[src/rtl/cpu_ctrl_pkg.sv]
// Shared definitions for the single-bus datapath control sequencer:
// state encoding, opcode and ALU select constants, IR field positions.
package cpu_ctrl_pkg;

    // Sequencer states: IDLE, fetch T0..T2, execute T3..T6, sticky HALT.
    typedef enum logic [3:0] {
        ST_IDLE = 4'd0,
        ST_T0   = 4'd1,
        ST_T1   = 4'd2,
        ST_T2   = 4'd3,
        ST_T3   = 4'd4,
        ST_T4   = 4'd5,
        ST_T5   = 4'd6,
        ST_T6   = 4'd7,
        ST_HALT = 4'd8
    } state_t;

    // Opcodes (IR[31:27]); 12..30 are illegal.
    localparam logic [4:0] OP_ADD  = 5'd0;
    localparam logic [4:0] OP_AND  = 5'd1;
    localparam logic [4:0] OP_OR   = 5'd2;
    localparam logic [4:0] OP_SUB  = 5'd3;
    localparam logic [4:0] OP_SHR  = 5'd4;
    localparam logic [4:0] OP_SHL  = 5'd5;
    localparam logic [4:0] OP_ROR  = 5'd6;
    localparam logic [4:0] OP_ROL  = 5'd7;
    localparam logic [4:0] OP_MUL  = 5'd8;
    localparam logic [4:0] OP_DIV  = 5'd9;
    localparam logic [4:0] OP_NEG  = 5'd10;
    localparam logic [4:0] OP_NOT  = 5'd11;
    localparam logic [4:0] OP_HALT = 5'd31;

    // ALU select codes; numerically equal to the low opcode bits.
    localparam logic [3:0] ALU_ADD = 4'd0;
    localparam logic [3:0] ALU_AND = 4'd1;
    localparam logic [3:0] ALU_OR  = 4'd2;
    localparam logic [3:0] ALU_SUB = 4'd3;
    localparam logic [3:0] ALU_SHR = 4'd4;
    localparam logic [3:0] ALU_SHL = 4'd5;
    localparam logic [3:0] ALU_ROR = 4'd6;
    localparam logic [3:0] ALU_ROL = 4'd7;
    localparam logic [3:0] ALU_MUL = 4'd8;
    localparam logic [3:0] ALU_DIV = 4'd9;
    localparam logic [3:0] ALU_NEG = 4'd10;
    localparam logic [3:0] ALU_NOT = 4'd11;

    // IR field bit positions.
    localparam int OP_MSB = 31;
    localparam int OP_LSB = 27;
    localparam int RA_MSB = 26;
    localparam int RA_LSB = 23;
    localparam int RB_MSB = 22;
    localparam int RB_LSB = 19;
    localparam int RC_MSB = 18;
    localparam int RC_LSB = 15;

    // Opcodes 0..11 are register-format ALU instructions.
    function automatic logic is_alu_op(input logic [4:0] op);
        return op <= OP_NOT;
    endfunction

    // Single-operand ops skip the Y load and T4.
    function automatic logic is_unary(input logic [4:0] op);
        return (op == OP_NEG) || (op == OP_NOT);
    endfunction

    // Double-width results need the extra HI write-back cycle.
    function automatic logic is_muldiv(input logic [4:0] op);
        return (op == OP_MUL) || (op == OP_DIV);
    endfunction

    // ALU select for a legal ALU opcode.
    function automatic logic [3:0] alu_sel(input logic [4:0] op);
        return op[3:0];
    endfunction

endpackage

[src/rtl/reg_select_decoder.sv]
// 4-bit register index plus enable to a 16-bit one-hot select.
module reg_select_decoder (
    input  logic [3:0]  index,
    input  logic        enable,
    output logic [15:0] onehot
);

    // One-hot decode; all zero when not enabled.
    always_comb begin
        // NOTE: default every output first so no path leaves it unassigned (no latch).
        onehot = '0;
        if (enable) begin
            onehot[index] = 1'b1;
        end
    end

endmodule

[src/rtl/rtype_control_unit.sv]
// Hard-wired Moore sequencer: fetches instructions (T0-T2) and executes
// register-format ALU instructions (T3-T6) on the single-bus datapath.
module rtype_control_unit
    import cpu_ctrl_pkg::*;
#(
    parameter int CNT_W = 16
) (
    input  logic             clock,
    input  logic             clear,
    input  logic             run,
    input  logic             mem_ready,
    input  logic [31:0]      IR,
    output logic [15:0]      Rin,
    output logic [15:0]      Rout,
    output logic             PCin,
    output logic             PCout,
    output logic             MARin,
    output logic             MDRin,
    output logic             MDRout,
    output logic             IRin,
    output logic             Yin,
    output logic             Zlowin,
    output logic             Zhighin,
    output logic             Zlowout,
    output logic             Zhighout,
    output logic             HIin,
    output logic             LOin,
    output logic             IncPC,
    output logic             Read,
    output logic [3:0]       ALUop,
    output logic             instr_done,
    output logic             halted,
    output logic [CNT_W-1:0] instr_count
);

    state_t     state;
    logic [4:0] op;
    logic [3:0] ra, rb, rc;
    logic       rin_en, rout_en;
    logic [3:0] rout_idx;
    logic       unused_ir;

    assign op        = IR[OP_MSB:OP_LSB];
    assign ra        = IR[RA_MSB:RA_LSB];
    assign rb        = IR[RB_MSB:RB_LSB];
    assign rc        = IR[RC_MSB:RC_LSB];
    assign unused_ir = ^IR[RC_LSB-1:0];

    // Moore output decode from the registered state and the loaded IR.
    always_comb begin
        PCin       = 1'b0;
        PCout      = 1'b0;
        MARin      = 1'b0;
        MDRin      = 1'b0;
        MDRout     = 1'b0;
        IRin       = 1'b0;
        Yin        = 1'b0;
        Zlowin     = 1'b0;
        Zhighin    = 1'b0;
        Zlowout    = 1'b0;
        Zhighout   = 1'b0;
        HIin       = 1'b0;
        LOin       = 1'b0;
        IncPC      = 1'b0;
        Read       = 1'b0;
        ALUop      = '0;
        instr_done = 1'b0;
        rin_en     = 1'b0;
        rout_en    = 1'b0;
        rout_idx   = rb;
        case (state)
            ST_T0: begin
                PCout  = 1'b1;
                MARin  = 1'b1;
                IncPC  = 1'b1;
                Zlowin = 1'b1;
            end
            ST_T1: begin
                // Held during a memory stall; reloading PC from the same Z is harmless.
                Zlowout = 1'b1;
                PCin    = 1'b1;
                Read    = 1'b1;
                MDRin   = 1'b1;
            end
            ST_T2: begin
                MDRout = 1'b1;
                IRin   = 1'b1;
            end
            ST_T3: begin
                if (is_unary(op)) begin
                    rout_en = 1'b1;
                    ALUop   = alu_sel(op);
                    Zlowin  = 1'b1;
                end else if (is_alu_op(op)) begin
                    rout_en = 1'b1;
                    Yin     = 1'b1;
                end
            end
            ST_T4: begin
                rout_en  = 1'b1;
                rout_idx = rc;
                ALUop    = alu_sel(op);
                Zlowin   = 1'b1;
                Zhighin  = is_muldiv(op);
            end
            ST_T5: begin
                Zlowout = 1'b1;
                if (is_muldiv(op)) begin
                    LOin = 1'b1;
                end else begin
                    rin_en     = 1'b1;
                    instr_done = 1'b1;
                end
            end
            ST_T6: begin
                Zhighout   = 1'b1;
                HIin       = 1'b1;
                instr_done = 1'b1;
            end
            default: ;
        endcase
    end

    reg_select_decoder u_rin_dec (
        .index  (ra),
        .enable (rin_en),
        .onehot (Rin)
    );

    reg_select_decoder u_rout_dec (
        .index  (rout_idx),
        .enable (rout_en),
        .onehot (Rout)
    );

    // State sequencing, halt flag and retired-instruction counter.
    always_ff @(posedge clock) begin
        // NOTE: registers use non-blocking assignments so every flop samples pre-edge values.
        if (clear) begin
            state       <= ST_IDLE;
            halted      <= 1'b0;
            instr_count <= '0;
        end else begin
            if (instr_done) begin
                instr_count <= instr_count + CNT_W'(1);
            end
            case (state)
                ST_IDLE: if (run) state <= ST_T0;
                ST_T0:   state <= ST_T1;
                ST_T1:   if (mem_ready) state <= ST_T2;
                ST_T2:   state <= ST_T3;
                ST_T3: begin
                    if (!is_alu_op(op)) begin
                        state  <= ST_HALT;
                        halted <= 1'b1;
                    end else if (is_unary(op)) begin
                        state <= ST_T5;
                    end else begin
                        state <= ST_T4;
                    end
                end
                ST_T4:   state <= ST_T5;
                ST_T5: begin
                    if (is_muldiv(op)) state <= ST_T6;
                    else               state <= run ? ST_T0 : ST_IDLE;
                end
                ST_T6:   state <= run ? ST_T0 : ST_IDLE;
                ST_HALT: state <= ST_HALT;
                default: state <= ST_IDLE;
            endcase
        end
    end

endmodule
[config.mk]
export PLATFORM = sky130hd
export DESIGN_NAME = rtype_control_unit
export DESIGN_NICKNAME = d
export VERILOG_FILES = /design/src/rtl/cpu_ctrl_pkg.sv /design/src/rtl/reg_select_decoder.sv /design/src/rtl/rtype_control_unit.sv
export SDC_FILE = /design/constraint.sdc
export NUM_CORES = 1
export LEC_CHECK = 0
export CAP_MARGIN = 5
export CORE_MARGIN = 2
export CORE_UTILIZATION = 39
export CTS_BUF_LIST = sky130_fd_sc_hd__clkbuf_4 sky130_fd_sc_hd__clkbuf_8 sky130_fd_sc_hd__clkbuf_16
export DETAILED_ROUTE_END_ITERATION = 7
export GPL_ROUTABILITY_DRIVEN = 0
export PLACE_DENSITY = 0.87
export SLEW_MARGIN = 40
export SYNTH_ARGS = -nofsm -noshare
export SYNTH_HDL_FRONTEND = slang
export SYNTH_HIERARCHICAL = 1
export SYNTH_SLANG_ARGS = --single-unit
export TNS_END_PERCENT = 50
[constraint.sdc]
create_clock -name clock -period 8 [get_ports clock]
set_clock_uncertainty 0.15 [all_clocks]
set_input_delay 2.4 -clock clock [delete_from_list [all_inputs] [get_ports clock]]
set_output_delay 2.4 -clock clock [all_outputs]
set_load 0.02 [all_outputs]
==> impl_results.md <==
* Net Switching at about 0.066 mW
* Setup bufs post-CTS at 0
* Setup-failing EPs final at 0
* Placed cell count at ~340
* Clock Tree Buf Depth at 2
* DR WL/cell at around 13 µm
* Clock sinks at 21
* Post-DP HPWL at 3.47 mm
* Startpoint type of the worst setup path: input port
* CTS tree: built
* Die W at approximately 68 µm
* First-pass iteration count of the detailed router at 4
* Period utilisation layout at about nine tenths
* WP data required at roughly 5.5 ns
* Flop pwr share at about 47%
* Cell taking the most area after synthesis: dfxtp_1
* Asr flop ratio synth at 0%
* Area occupied by multi-input gates at roughly 1000 µm²
* Core ar. at a little under 4000 µm²
* Synthesized Nets at around 250
* Internal power at roughly 0.17 mW
* Routed vias/inst at 5.41
* Number of synthesized register bits at 21
* LEAKAGE at between 0.8 and 0.9 nW
* YS warnings at 6
* Top post-synthesis cells by count: nor2_1 (35), dfxtp_1 (21), a21oi_1 (19)
* CTS H-tree lvls at 1
* Reg2reg path depth at 4
* Initial antenna violation count at 0
* Site Rows at 23
* Post-layout total power at between 0.2 and 0.25 mW
* CTS Buf Count at 3
* Reg clk slew, reported paths at roughly 0.070 ns
* Hold Crit Class: reg2reg
* Max Fclk at between 0.1 and 0.15 GHz
* Status: complete, no violations
* Fillers at 365
* Final hold vios at 0
* Global-route wire length before repair at 6.93 mm
* Register area share after synthesis at about a quarter
* Vias at about 1800
* Diode count at 0
* Combinational Power Share at a little under a quarter
* Synth unique cells at 46
* Boundary Pins at 105
* Hold Path Depth at 2
* Share of post-route cells with drive strength above 1 at around 8.2%
* Count leader, synth: nor2_1
* Main synth FF type: dfxtp_1
* Largest net degree at the start of global routing at 23
* Max Cap Violations at 0
* Worst skew pair latency at 0.26 ns
* Post-CTS sizing at 0
* Reg area at about 420 µm²
* CTS root buffer: clkbuf_8
* Switching part of the total at a little over a quarter
* Area share of the largest cell type after synthesis at between 20% and 30%
* Max Slew Vio Count at 0
* EDFF count, synth at 0
* Port-buffer cells at between 80 and 90
* Crit-path max FO at 6
* Syn Inst Count at between 200 and 250
* Number of global-route vias before repair at 1579
* Cts-stage hold buffer count at 0
* Crit path DAT at 4.75 ns
* Total track usage at between 10% and 20%
* Routed Antenna Nets at 0
* Synth area leaders: dfxtp_1 (27%), nor2_1 (8.3%), a21oi_1 (6.0%), mux2_2 (4.3%), buf_4 (3.8%)
* Detailed-route DRC error count at 0
* RSZ-0062 raised after global routing: false
* Syn_area_per_cell at about 7.4 µm²
* Peak VDD IR at 0.0000789 V
* Initial drt markers at 94
* Slew headroom at between 40% and 50%
* PwrDens at around 96 nW/µm²
* Syn Std Cell Area at roughly 1600 µm²
* Fin crit period at ~7.3 ns
* Clock power frac at about 30%
* TNS Setup at 0 ns
* Nets at roughly 330
* Die Span Y at approximately 68 µm
* WL final at approximately 4.6 mm
* Worst-margin pin slew at 0.788 ns
* Fin util at roughly 63%
* Die Area at roughly 4600 µm²
* P&R area growth vs syn at 57.1%
* Crit Path Category: in2out
* Initial Utilization at 40.1%
* Critical Path Sink Type: primary output
* GRT overflow at 0
* Layout Cells excl Fill at around 340
-- state kept, by name, summed over array words and instances, names as in the netlist --
signal,cells
halted,1
state,4
instr_count,16
-- through the flow --
step / area, µm² / hold slack (ns) / setup WS, ns
finish: 2480 / 0.351 / 0.700
global route: 2480 / 0.376 / 0.573
CTS: 2480 / 0.357 / 0.703
detailed placement: 2430 / 0.326 / 0.696
global placement: 2430 / 0.305 / 0.765
floorplan: 1580 / 0.405 / 1.79
-- critical path, stage by stage --
cell and delay [ns]:
clkdlybuf4s50_1 0.57, nor4b_4 0.10, nor4_1 0.47, or3b_4 0.48, nor3_2 0.11, clkdlybuf4s50_1 0.62
-- path summary, 6_finish.rpt --
kind,from,end,slack [ns]
worst max-delay path,IR[29],Rin[0],0.70
worst min-delay path,halted,halted,0.35
worst max register to register,state[1],instr_count[15],5.73
worst min register to register,halted,halted,0.35
-- cell usage in the layout, fill, tap and decap left out, drive strengths merged, types with 7 or more instances in the layout --
master,n
clkdlybuf4s50,89
nor2,35
dfxtp,21
nand3,9
nor3,14
a21oi,19
nand2,13
o21ai,8
inv,7
or3,7
-- layout make-up --
type | instances | share of cell area [%]
Tap cell | 50 | 2.52
Clock buffer | 4 | 1.97
Multi-Input combinational cell | 170 | 41.6
Sequential cell | 21 | 16.9
Timing Repair Buffer | 89 | 35.9
Inverter | 7 | 1.06
-- power groups by stage --
stage	registers (mW)	logic, mW	clock network, mW
final	0.112	0.0559	0.0718
after global routing	0.112	0.0605	0.0783
after CTS	0.111	0.0560	0.0725
after detailed placement	0.114	0.0558	0
after global placement	0.114	0.0546	0
after floorplan	0.109	0.0383	0
-- cells by family after synthesis --
logic type,after synthesis,share of synthesized area [%]
AO/OA/AOI/OAI,42,16.4
buffers and inverters,23,8.00
XOR/XNOR,1,0.554
adder cells (fa/ha/maj),1,0.792
multiplexers,7,4.91
flip-flops,21,26.6
AND/OR/NAND/NOR,119,42.8
-- per-layer routing --
layer	part of all wire (%)	global-route usage, %
met1	41	23.8
met2	52	34.3
met4	1.0	5.36
met5	0	0
met3	6.0	2.33
No activity file was read; power rests on OpenSTA's default activity.
